### config.mk
export PLATFORM = sky130hd
export DESIGN_NAME = uart_tx
export DESIGN_NICKNAME = d
export VERILOG_FILES = /design/src/rtl/uart_tx.sv
export SDC_FILE = /design/constraint.sdc
export NUM_CORES = 1
export LEC_CHECK = 0
export BUFFER_PORTS_ARGS = -buffer_cell sky130_fd_sc_hd__buf_2
export CAP_MARGIN = 30
export CORE_MARGIN = 5
export CORE_UTILIZATION = 55
export DETAILED_ROUTE_END_ITERATION = 7
export GPL_TIMING_DRIVEN = 0
export PLACE_DENSITY = 0.72
export SYNTH_ARGS = -nofsm -noshare
export SYNTH_HDL_FRONTEND = slang
export SYNTH_SLANG_ARGS = --single-unit
### constraint.sdc
create_clock -name clk -period 6.84 [get_ports clk]
set_clock_uncertainty 0.05 [all_clocks]
set_input_delay 0.342 -clock clk [delete_from_list [all_inputs] [get_ports clk]]
set_output_delay 0.342 -clock clk [all_outputs]
set_load 0.02 [all_outputs]
### src/rtl/uart_tx.sv
// uart_tx: buffered 8-bit UART transmitter (8N1, or 8E1 when UART_TX_PARITY_EN
// is defined). Bytes enter a small FIFO and are serialised LSB first.
//
// Parameters: CLK_FREQ (Hz), BAUD (bit/s), FIFO_DEPTH (power of two, >= 2)
// Ports:
//   clk       system clock, rising edge
//   reset     asynchronous active-low reset
//   tx_data   byte offered for transmission
//   tx_valid  tx_data is valid
//   tx_ready  FIFO can accept a byte this cycle (registered !full)
//   tx        serial line, idle high, registered
//   busy      frame in progress or FIFO non-empty
// Macro: UART_TX_PARITY_EN adds an even-parity bit between data and stop.
module uart_tx #(
  parameter int unsigned CLK_FREQ   = 100_000_000,
  parameter int unsigned BAUD       = 9600,
  parameter int unsigned FIFO_DEPTH = 4
) (
  input  logic       clk,
  input  logic       reset,
  input  logic [7:0] tx_data,
  input  logic       tx_valid,
  output logic       tx_ready,
  output logic       tx,
  output logic       busy
);

  localparam int unsigned DIV = CLK_FREQ / BAUD;
  localparam int unsigned CW  = (DIV > 1) ? $clog2(DIV) : 1;
  localparam int unsigned AW  = $clog2(FIFO_DEPTH);
  localparam int unsigned NW  = AW + 1;

`ifdef UART_TX_PARITY_EN
  typedef enum logic [2:0] {IDLE, START, DATA, PARITY, STOP} state_t;
`else
  typedef enum logic [2:0] {IDLE, START, DATA, STOP} state_t;
`endif

  state_t          state, state_nxt;
  logic [7:0]      mem [FIFO_DEPTH];
  logic [AW-1:0]   wr_ptr, rd_ptr;
  logic [NW-1:0]   count, count_nxt;
  logic [CW-1:0]   bit_cnt;
  logic [2:0]      bit_idx;
  logic [7:0]      shreg;
  logic            push, pop, tick, tx_c;
`ifdef UART_TX_PARITY_EN
  logic            par;
`endif

  assign push = tx_valid && tx_ready;
  assign tick = (bit_cnt == CW'(DIV - 1));

  // Occupancy after this edge; a push and pop together leave it unchanged.
  always_comb begin
    count_nxt = count;
    case ({push, pop})
      2'b10:   count_nxt = count + NW'(1);
      2'b01:   count_nxt = count - NW'(1);
      default: count_nxt = count;
    endcase
  end

  // Next-state, FIFO pop and line level for the current state.
  always_comb begin
    state_nxt = state;
    pop       = 1'b0;
    tx_c      = 1'b1;
    case (state)
      IDLE: begin
        if (count != '0) begin
          pop       = 1'b1;
          state_nxt = START;
        end
      end
      START: begin
        tx_c = 1'b0;
        if (tick) state_nxt = DATA;
      end
      DATA: begin
        tx_c = shreg[0];
        if (tick && bit_idx == 3'd7) begin
`ifdef UART_TX_PARITY_EN
          state_nxt = PARITY;
`else
          state_nxt = STOP;
`endif
        end
      end
`ifdef UART_TX_PARITY_EN
      PARITY: begin
        tx_c = par;
        if (tick) state_nxt = STOP;
      end
`endif
      STOP: begin
        tx_c = 1'b1;
        if (tick) begin
          if (count != '0) begin
            pop       = 1'b1;
            state_nxt = START;
          end else begin
            state_nxt = IDLE;
          end
        end
      end
      default: state_nxt = IDLE;
    endcase
  end

  // State register.
  always_ff @(posedge clk or negedge reset) begin
    if (!reset) state <= IDLE;
    else        state <= state_nxt;
  end

  // FIFO storage; contents need no reset since count gates every read.
  always_ff @(posedge clk) begin
    if (push) mem[wr_ptr] <= tx_data;
  end

  // Pointers, counters, shift register and registered outputs.
  always_ff @(posedge clk or negedge reset) begin
    if (!reset) begin
      wr_ptr   <= '0;
      rd_ptr   <= '0;
      count    <= '0;
      bit_cnt  <= '0;
      bit_idx  <= '0;
      shreg    <= '0;
`ifdef UART_TX_PARITY_EN
      par      <= 1'b0;
`endif
      tx       <= 1'b1;
      tx_ready <= 1'b0;
      busy     <= 1'b0;
    end else begin
      if (push) wr_ptr <= wr_ptr + AW'(1);
      count <= count_nxt;

      if (state == IDLE || tick) bit_cnt <= '0;
      else                       bit_cnt <= bit_cnt + CW'(1);

      if (pop) begin
        shreg   <= mem[rd_ptr];
        rd_ptr  <= rd_ptr + AW'(1);
        bit_idx <= '0;
`ifdef UART_TX_PARITY_EN
        par     <= ^mem[rd_ptr];
`endif
      end else if (state == DATA && tick) begin
        shreg   <= shreg >> 1;
        bit_idx <= bit_idx + 3'd1;
      end

      // tx lags the state by one edge, so every level still lasts DIV cycles.
      tx       <= tx_c;
      tx_ready <= (count_nxt != NW'(FIFO_DEPTH));
      busy     <= (state_nxt != IDLE) || (count_nxt != '0);
    end
  end

endmodule

# Word-level counts from Yosys, hierarchy flattened
# Memories as Yosys holds them, arrays and structs flattened.
# Cells that the tools add are included.
# word_totals
reg_bits	38
mem_bits_rw	32
out_inout_bits	3
elab_cells	53
n_memories	1
# memory_table
name	words	word_bits	read_ports	rd_ports_with_merged_regs	wr	line	rtl
mem	4	8	1	0	1	40	logic [7:0] mem [FIFO_DEPTH];
# op_classes
addsub	6
eq_ne	8
muxes	18
n_reduce_logical	10
# ops
operator	count
$mux 3	6
$mux 8	2
$add 14x1->14 const B	1
$eq 14x14->1 const B	1
$mux 14	1
$pmux 3 s4	1
$reduce_bool 3->1	3
$add 3x1->3 const B	2
$eq 3x2->1 const B	2
$pmux 3 s2	1
$mux 1	5
$add 2x1->2 const B	2
$pmux 1 s2	2
$eq 3x1->1 const B	1
$eq 3x3->1 const B	1
$logic_and 1x1->1	3
$logic_not 3->1	1
$ne 3x3->1 const B	1
$sub 3x1->3 const B	1
$eq 2x1->1 const B	1
$eq 2x2->1 const B	1
$logic_or 1x1->1	2
$reduce_bool 2->1	1

# Logic depth before layout (Yosys ltp)
# Gate-level depths: netlist of the first run.
# depth
word_depth	8
ltp_mapped	12
depth_no_buf	11

# Worst setup path after synthesis of the first run
# Ideal clock, no wire load.
# synth_timing
path_type	register to register
from	reg bit_cnt[0]
to	reg busy
setup_ps	150
arrival_time_ps	2634
required_ps	6640
slack_ps	4006
stages_incl_launch_ff	11
n_path_buf	1
path_cell_list	dfrtp_1 -> ha_1 -> nand4_1 -> o41ai_4 -> and2_1 -> buf_4 -> ha_1 -> fa_1 -> nor2_1 -> a22o_1 -> o2111ai_1
# synth_between
elab_chain_cells	7
word_cells_on_any_way	14
# synth_lines
item	line	rtl
start, declared	43	logic [CW-1:0] bit_cnt;
start signal, assigned	142	else bit_cnt <= bit_cnt + CW'(1);
$eq 14x14->1 *	52	assign tick = (bit_cnt == CW'(DIV - 1));
$mux 1	98	if (tick) begin
$pmux 1 s2	69	case (state)
$eq 2x1->1 / $eq 2x2->1 (equally long branches)	57	case ({push, pop})
$pmux 3 s2	57	
$reduce_bool 3->1	159	busy <= (state_nxt != IDLE) || (count_nxt != '0);
$logic_or 1x1->1 *	159	
end signal, assigned	159	
end, declared	25	output logic busy
# Every way passes the cells marked *; elsewhere a longest branch is shown, timed or not.
# A chain may end at the register's enable or synchronous reset.

# Final worst setup path of the first run
# Same ends and word-level chain as after synthesis.

==> results.py, run 1 <==
metrics = {
    "status": {
        "outcome": "completed",
    },
    "pwr": {
        "leakagePower_nw": 1.49,
        "power_density_nw_per_um2": 364,
        "ir_drop_mv": 0.222,
    },
    "timing": {
        "slew_headroom_pct": 44.7,
        "rsz0062_at_grt": "false",
        "fin_crit_sh_pct": 47.2,
        "tns_ps": 0,
        "period_needed_ps": 3230,
        "tightestPinTransition_ps": 829,
        "max_freq_mhz": 310,
        "hold_viol": 0,
        "setup_viol": 0,
        "final_max_slew_viol_count": 0,
    },
    "route": {
        "drc": 0,
        "wire_per_inst_um": 15.4,
        "ant_nets": 0,
        "via_per_inst": 5.45,
        "drtPass1Iterations": 4,
        "vias": 1765,
        "wl_um": 5000,
        "drt-initial-drc-count": 69,
    },
    "setup_path": {
        "worstPathRequired_ps": 6980,
        "arrival_ps": 3370,
        "start_kind": "register",
        "cp_max_fo": 10,
        "crit_type": "register to register",
        "rrSetupSlack_ps": 3610,
        "end_kind": "register",
    },
    "floorplanning": {
        "core_um2": 5470,
        "num_rows": 27,
        "die-area_um2": 7230,
        "die_y_um": 85.0,
        "pin_count": 14,
        "die-width_um": 85.0,
        "start_util_pct": 56.6,
    },
    "global_route": {
        "overflow": 0,
        "grt_pass1_vias": 1849,
        "grt_start_max_net_pins": 39,
        "grt_pass1_wl_um": 8840,
        "grt_usage_pct": 15.9,
        "antenna_found_initial": 0,
    },
    "cts": {
        "cts_tree": "built",
        "cts_max_level": 3,
        "clock-root-buffer": "clkbuf_8",
        "cts.sinks": 70,
        "clk_pin_slew_ps": 80,
        "clk_latency_ps": 340,
        "cts_hold_buffers": 0,
        "postCtsSetupBuffers": 0,
        "cts_resized": 0,
        "cts_made_buffers": 9,
        "cts_max_path_buffers": 2,
    },
    "synth": {
        "synth-xor-area-share_pct": 5.09,
        "synthDistinctLibCells": 47,
        "muxShareOfSynthArea_pct": 9.14,
        "synth_top_family_by_area": "simple AND/OR/NAND/NOR gates",
        "async_reset_ff_share_pct": 54.3,
        "yosys.area_share.simple_pct": 13.6,
        "syn-num-nets": 243,
        "synth_compound_area_share_pct": 4.37,
        "synth_edf_count": 32,
        "syn_avg_cell_area_um2": 13.9,
        "ys_ff_latch": 70,
        "ys.flop_type": "dfrtp_1",
        "yosys_warnings": 0,
        "seq_area_frac_synth_pct": 61.8,
        "syn_inst": 223,
        "synthAdderAreaFrac_pct": 3.88,
        "syn_area_um2": 3100,
    },
    "placement": {
        "io_buffers": 13,
        "placed_area_um2": 3250,
        "hpwl_um": 3370,
        "gp_congestion": 0.793,
    },
    "job": {
        "maxCapViolations": 0,
    },
    "min_path": {
        "hold_class": "input port to async pin",
    },
    "finish": {
        "drive_above_1_share_pct": 19.4,
        "final_common_cell": "dfrtp_1",
        "final_cell_mix": "dfrtp_1 (37), edfxtp_1 (32), nor2_1 (19)",
        "syn2layout_area_growth_pct": 12.4,
        "antenna_cells": 0,
        "nets": 267,
        "final_cell_area_um2": 3480,
        "n_fill_cell": 429,
    },
}
[critical path: stages (launching register included)]
cell	delay (ps)
dfrtp_1	390
ha_1	240
nand4_1	290
o41ai_4	610
and2_1	280
buf_4	210
ha_1	210
fa_1	450
nor2_1	100
a22o_1	150
o2111ai_1	110
[logic make-up (layout without fill, tap and decap cells)]
family,Yosys count,count (layout)
AND/OR/NAND/NOR,76,76
multiplexers,18,18
flip-flops,70,70
adder cells (fa/ha/maj),9,9
XOR/XNOR,18,18
buffers and inverters,13,42
AO/OA/AOI/OAI,18,18
other,1,1
[Yosys cell counts (2+ instances only)]
master     n  share of area, %
or3_1      3              0.61
xnor2_1    7               2.0
o21ai_1    6              0.97
mux2_2     2              0.73
and3_1     6               1.2
inv_1      5              0.61
o21ai_0    3              0.48
mux2i_1    8               2.6
edfxtp_1  32                31
nand4_1    6               1.2
nor2b_1    3              0.61
dfrtp_1   37                30
mux4_2     8               5.8
ha_1       8               3.2
and4_1     3              0.85
nand2_1    7              0.85
clkbuf_1   3              0.36
nor4_1     3              0.61
xor2_1    11               3.1
buf_2      2              0.32
nor2_1    19               2.3
a21oi_1    2              0.32
nand3_1   14               2.3
and2_1     2              0.40
[through the flow]
| step | setup WS [ps] | hold slack, ps | instances | total power, mW | util [%] |
|---|---|---|---|---|---|
| after floorplan | 4010 | -3.59 | 223 | 0.823 | - |
| after global placement | 3640 | 425 | 308 | 0.893 | 59.4 |
| after detailed placement | 3580 | 446 | 308 | 0.904 | 59.4 |
| after CTS | 3580 | 73.6 | 324 | 1.28 | 63.6 |
| after global routing | 3320 | 132 | 324 | 1.35 | 63.6 |
| final | 3610 | 46.2 | 324 | 1.27 | 63.6 |
[flip-flops by register name, indices dropped and copies added (netlist names)]
signal	flops
mem	32
bit_cnt	14
shreg	8
bit_idx	3
count	3
state	3
rd_ptr	2
wr_ptr	2
busy	1
tx	1
tx_ready	1
[per-layer routing]
layer	GRT usage, %	wire length, um
met5	0	0
met4	9.06	114
met3	3.30	141
met2	24.4	2430
met1	21.1	2320
[final timing paths]
check	from	to	cells past startpoint
max	bit_cnt[0]	busy	10
min reg2reg	bit_cnt[0]	bit_cnt[0]	1
max in group asynchronous	reset	bit_cnt[8]	1
max reg2reg	bit_cnt[0]	busy	10
min in group clk	tx_data[6]	mem[2][6]	1
min	reset	bit_cnt[10]	1
[report_power, final]
group	switching (mW)	internal, mW	total, mW
Clock	0.167	0.211	0.377
Combinational	0.156	0.140	0.296
Sequential	0.0537	0.540	0.594
Total	0.376	0.891	1.27
[cell type report]
type | instances | area (um^2) | area share, %
flip-flops and latches | 70 | 1910 | 55.0
inverters | 5 | 18.8 | 0.539
plain buffers | 8 | 43.8 | 1.26
repair buffers | 13 | 65.1 | 1.87
clock buffers | 9 | 124 | 3.56
multi-input cells | 140 | 1120 | 32.2
well taps | 72 | 90.1 | 2.59
clock inverters | 7 | 106 | 3.06
Power figures use the tool's default switching activity.
==> run 2, diff against run 1 <==
--- a/config.mk
+++ b/config.mk
@@ -8,10 +8,10 @@
 export BUFFER_PORTS_ARGS = -buffer_cell sky130_fd_sc_hd__buf_2
 export CAP_MARGIN = 30
 export CORE_MARGIN = 5
-export CORE_UTILIZATION = 55
+export CORE_UTILIZATION = 54
 export DETAILED_ROUTE_END_ITERATION = 7
 export GPL_TIMING_DRIVEN = 0
-export PLACE_DENSITY = 0.72
+export PLACE_DENSITY = 0.74
 export SYNTH_ARGS = -nofsm -noshare
 export SYNTH_HDL_FRONTEND = slang
 export SYNTH_SLANG_ARGS = --single-unit
==> constraint.sdc (replaced) <==
create_clock -name clk -period 2.8 [get_ports clk]
set_clock_uncertainty 0.05 [all_clocks]
set_input_delay 0.14 -clock clk [delete_from_list [all_inputs] [get_ports clk]]
set_output_delay 0.14 -clock clk [all_outputs]
set_load 0.02 [all_outputs]
==> run 2 against run 1 <==
- die area grew 1.6%
- sequential power grew 140%
- global-route usage grew 0.89 points
- critical path type unchanged
- critical path depth shrank 2
- count of clock-buffer cells in the layout is the same
- register-to-register slack lost 3400 ps
- first-iteration DRC count grew 67%
- final area grew 4.8%
- sequential cell count is the same
==> results.py, run 2 (same netlist as run 1, synthesis figures left out) <==
metrics = {
    "pwr": {
        "p_int_mw": 2.18,
        "seq_power_share_pct": 46.5,
        "p_switching_mw": 0.926,
        "leakagePower_nw": 1.51,
        "ir_drop_mv": 0.581,
        "power_density_nw_per_um2": 853,
        "power_switching_share_pct": 29.8,
        "fin_total_pwr_mw": 3.11,
        "clkPwrFrac_pct": 29.2,
        "combPwrFrac_pct": 24.3,
    },
    "global_route": {
        "grt_pass1_vias": 1975,
        "overflow": 0,
        "grt_start_max_net_pins": 39,
        "grt_usage_pct": 16.8,
        "antenna_found_initial": 0,
        "grt_pass1_wl_um": 9450,
    },
    "floorplanning": {
        "pin_count": 14,
        "die-area_um2": 7350,
        "num_rows": 27,
        "start_util_pct": 55.9,
        "die_y_um": 85.7,
        "core_um2": 5540,
        "die-width_um": 85.7,
    },
    "placement": {
        "pre_cts_slack_ps": -350,
        "dpl.cell_count": 308,
        "hpwl_um": 3450,
        "placed_area_um2": 3260,
        "io_buffers": 13,
        "gp_congestion": 0.726,
    },
    "setup_path": {
        "worstReg2RegStart": "bit_cnt[6]",
        "cpMaxStageDelayCell": "fa_1",
        "rrSetupSlack_ps": 190,
        "reg2reg_depth": 8,
        "critPathMaxStageDelay_ps": 440,
        "arrival_ps": 2770,
        "crit_type": "register to register",
        "cp_max_fo": 4,
        "crit_end": "busy",
        "crit_chain": "or3_4 -> o41ai_4 -> and2_4 -> ha_2 -> fa_1 -> nor2_1 -> a22o_1 -> o2111ai_1",
        "end_kind": "register",
        "worstSetupStartpoint": "bit_cnt[6]",
        "start_kind": "register",
        "r2r-end": "busy",
        "worstPathRequired_ps": 2960,
    },
    "route": {
        "drtPass1Iterations": 5,
        "drc": 0,
        "wl_um": 5310,
        "ant_nets": 0,
        "vias": 1884,
        "wire_per_inst_um": 15.6,
        "drt-initial-drc-count": 115,
        "via_per_inst": 5.54,
    },
    "timing": {
        "fin_ws_ps": 188,
        "max_freq_mhz": 383,
        "final_max_slew_viol_count": 0,
        "slew_headroom_pct": 44.4,
        "fin_crit_sh_pct": 93.3,
        "setup_viol": 0,
        "tns_ps": 0,
        "rsz0062_at_grt": "false",
        "period_needed_ps": 2610,
        "tightestPinTransition_ps": 834,
        "hold_viol": 0,
        "holdWs_ps": 132,
    },
    "finish": {
        "final_cell_area_um2": 3650,
        "final_cell_mix": "dfrtp_1 (35), edfxtp_1 (32), nor2_1 (19)",
        "antenna_cells": 0,
        "postLayoutCoreUtil_pct": 65.8,
        "regMostFlops": "mem",
        "syn2layout_area_growth_pct": 17.8,
        "nets": 283,
        "fin_cells": 340,
        "final_common_cell": "dfrtp_1",
        "largest_reg_flops": 32,
        "drive_above_1_share_pct": 23.5,
        "reg_top3": "mem x32, bit_cnt x14, shreg x8",
    },
    "cts": {
        "clock-root-buffer": "clkbuf_8",
        "clk_pin_slew_ps": 80,
        "clk_latency_ps": 350,
        "cts_tree": "built",
        "cts_max_path_buffers": 2,
        "cts_max_level": 3,
        "cts.sinks": 70,
        "cts_made_buffers": 9,
    },
    "job": {
        "maxCapViolations": 0,
    },
    "status": {
        "outcome": "completed",
    },
    "min_path": {
        "hold_class": "input port to register",
    },
}
run 2: cell count changes in the layout (fill, tap and decap cells not counted), moves of 2 or more:
cell	previous run	this run
ha_2	0	2
dfrtp_1	37	35
ha_1	8	6
dlygate4sd3_1	0	9
buf_4	1	8
dfrtp_2	0	2
run 2: worst min-delay path by stage:
stage / startpoint / endpoint / slack, ps / depth (start not counted)
2_1_floorplan: reset / bit_cnt[0] / -210 / 0
3_3_place_gp: reset / bit_cnt[4] / 240 / 1
3_5_place_dp: reset / bit_cnt[7] / 260 / 1
4_1_cts: tx_valid / wr_ptr[0] / 120 / 3
5_1_grt: tx_valid / wr_ptr[0] / 130 / 3
6_report: tx_valid / wr_ptr[0] / 130 / 3
run 2: layout make-up:
| type | count | area (um^2) |
|---|---|---|
| buffer | 7 | 36.3 |
| clock buffer | 9 | 124 |
| clock inverter | 7 | 98.8 |
| fill | 401 | 1890 |
| inverter | 5 | 18.8 |
| multi-input combinational | 140 | 1150 |
| sequential | 70 | 1920 |
| tap | 72 | 90.1 |
| timing repair buffer | 30 | 215 |
run 2: layer usage:
| layer | track usage, % | share of wire (%) | routed length, um |
|---|---|---|---|
| met5 | 0 | 0 | 0 |
| met4 | 5.61 | 1.4 | 77 |
| met3 | 5.57 | 4.3 | 228 |
| met2 | 26.5 | 48 | 2550 |
| met1 | 22.0 | 46 | 2460 |
run 2: worst max-delay path: cells and delay by family (launching register included):
family | cells | cell delay (ps)
simple gates | 3 | 740
flops | 1 | 420
compound gates | 3 | 630
fa+ha+maj | 2 | 640
run 2: timing repair:
item / CTS / global route
endpoints found under the hold margin: 69 / 0
pin swaps: 3 / 1
resized for setup: 5 / 1
setup endpoints to repair: 4 / 2
setup buffers: 6 / 2
hold buffers: 9 / 0
run 2: power groups by stage:
stage          registers (mW)  logic [mW]  clock network, mW
6_report                 1.45       0.756              0.907
5_1_grt                  1.48       0.851              0.972
3_5_place_dp             1.47       0.750                  0
2_1_floorplan            1.45       0.563                  0
4_1_cts                  1.45       0.773              0.919
3_3_place_gp             1.46       0.722                  0
==> run 3, diff against run 2 <==
--- a/config.mk
+++ b/config.mk
@@ -11,7 +11,7 @@
 export CORE_UTILIZATION = 54
 export DETAILED_ROUTE_END_ITERATION = 7
 export GPL_TIMING_DRIVEN = 0
-export PLACE_DENSITY = 0.74
+export PLACE_DENSITY_LB_ADDON = 0.15
 export SYNTH_ARGS = -nofsm -noshare
 export SYNTH_HDL_FRONTEND = slang
 export SYNTH_SLANG_ARGS = --single-unit
==> run 3 against run 2 <==
- cell count fell by 1.2%
- sequential cell count is the same
- total power shrank 3.8%
- maximum frequency down 1.3%
==> results.py, run 3 (same netlist as run 1, synthesis figures left out) <==
metrics = {
    "status": {
        "outcome": "completed",
    },
    "finish": {
        "postLayoutCoreUtil_pct": 64.8,
        "final_common_cell": "dfrtp_1",
        "final_cell_area_um2": 3590,
        "seqCellArea_um2": 1910,
        "antenna_cells": 0,
        "largest_reg_flops": 32,
        "drive_above_1_share_pct": 21.6,
        "reg_top3": "mem x32, bit_cnt x14, shreg x8",
        "n_fill_cell": 415,
        "final_cell_mix": "dfrtp_1 (36), edfxtp_1 (32), nor2_1 (19)",
        "syn2layout_area_growth_pct": 15.9,
        "regMostFlops": "mem",
        "nets": 279,
        "multi_input_area_um2": 1150,
    },
    "setup_path": {
        "cp_max_fo": 7,
        "crit_type": "register to register",
        "worstReg2RegStart": "bit_cnt[6]",
        "cpMaxStageDelayCell": "dfrtp_2",
        "start_kind": "register",
        "rrSetupSlack_ps": 150,
        "reg2reg_depth": 8,
        "arrival_ps": 2790,
        "end_kind": "register",
        "r2r-end": "busy",
        "worstPathRequired_ps": 2940,
        "crit_end": "busy",
        "worstSetupStartpoint": "bit_cnt[6]",
        "critPathMaxStageDelay_ps": 460,
        "crit_chain": "or3_4 -> o41ai_4 -> and2_4 -> ha_2 -> fa_1 -> nor2_1 -> a22o_1 -> o2111ai_1",
    },
    "timing": {
        "tightestPinTransition_ps": 847,
        "rsz0062_at_grt": "false",
        "final_max_slew_viol_count": 0,
        "holdWs_ps": 138,
        "setup_viol": 0,
        "tns_ps": 0,
        "period_needed_ps": 2650,
        "hold_viol": 0,
        "fin_crit_sh_pct": 94.5,
        "max_freq_mhz": 378,
        "slew_headroom_pct": 43.5,
    },
    "cts": {
        "cts_made_buffers": 9,
        "cts_max_level": 3,
        "cts.sinks": 70,
        "cts_max_path_buffers": 2,
        "cts_tree": "built",
        "clk_pin_slew_ps": 70,
        "clk_latency_ps": 340,
        "clock-root-buffer": "clkbuf_8",
    },
    "route": {
        "drc": 0,
        "vias": 1822,
        "drtPass1Iterations": 6,
        "ant_nets": 0,
        "wl_um": 5080,
        "via_per_inst": 5.42,
        "drt-initial-drc-count": 108,
        "wire_per_inst_um": 15.1,
    },
    "placement": {
        "hpwl_um": 3320,
        "placed_area_um2": 3260,
        "io_buffers": 13,
        "gp_congestion": 0.719,
    },
    "global_route": {
        "antenna_found_initial": 0,
        "grt_start_max_net_pins": 39,
        "grt_usage_pct": 16.0,
        "grt_pass1_wl_um": 9110,
        "overflow": 0,
        "grt_pass1_vias": 1941,
    },
    "pwr": {
        "power_density_nw_per_um2": 834,
        "ir_drop_mv": 0.584,
        "fin_total_pwr_mw": 2.99,
        "leakagePower_nw": 1.49,
    },
    "floorplanning": {
        "core_um2": 5540,
        "die_y_um": 85.7,
        "die-width_um": 85.7,
        "num_rows": 27,
        "start_util_pct": 55.9,
        "die-area_um2": 7350,
        "pin_count": 14,
    },
    "min_path": {
        "holdPathStages": 3,
        "hold_class": "input port to register",
    },
    "job": {
        "maxCapViolations": 0,
    },
}
-- run 3: changes by cell type in the layout (fill, tap and decap cells not counted), sizes merged --
cell	delta
bufinv	-1
buf	-4
inv	+1
-- run 3: routing by layer --
layer | share of wire [%] | vias to the layer above | global-route usage, %
met5 | 0 | - | 0
met2 | 49 | 26 | 26.8
li1 | - | 895 | -
met1 | 46 | 893 | 19.9
met4 | 1.4 | 0 | 7.34
met3 | 3.4 | 8 | 3.55
-- run 3: worst min-delay path by stage --
stage / start / to / slack (ps)
finish: tx_valid / wr_ptr[0] / 140
CTS: tx_valid / wr_ptr[0] / 120
global route: tx_valid / wr_ptr[0] / 140
detailed placement: reset / bit_cnt[6] / 250
global placement: reset / bit_cnt[6] / 250
floorplan: reset / bit_cnt[0] / -210
-- run 3: metrics by stage --
| stage | std cells | setup WS [ps] |
|---|---|---|
| after floorplan | 223 | 3.46 |
| after global placement | 308 | -315 |
| after detailed placement | 308 | -340 |
| after CTS | 334 | 39.1 |
| after global routing | 336 | 25.1 |
| final | 336 | 154 |
-- run 3: final cells by class --
type / count / area share [%]
Sequential cell: 70 / 53.3
Multi-Input combinational cell: 140 / 31.9
Timing Repair Buffer: 26 / 5.16
Clock buffer: 9 / 3.45
Tap cell: 72 / 2.51
Clock inverter: 7 / 2.06
Buffer: 7 / 1.01
Inverter: 5 / 0.523
-- run 3: report_power, final --
part | leakage (nW) | switching, mW | internal (mW)
logic | 0.613 | 0.380 | 0.358
registers | 0.776 | 0.130 | 1.32
clock network | 0.0996 | 0.392 | 0.414
-- run 3: timing repair --
action / CTS / global route
setup buffers: 2 / 2
resized for setup: 4 / 0
cloned: 0 / 0
hold buffers: 9 / 0
pin swaps: 2 / 0
hold endpoints to repair: 69 / 0
setup endpoints to repair: 4 / 2
-- run 3: worst max-delay path: cells and delay by family, from the launching register on --
kind	cells	cell delay (ps)
simple gates	3	750
fa+ha+maj	2	610
compound gates	3	640
flops	1	460
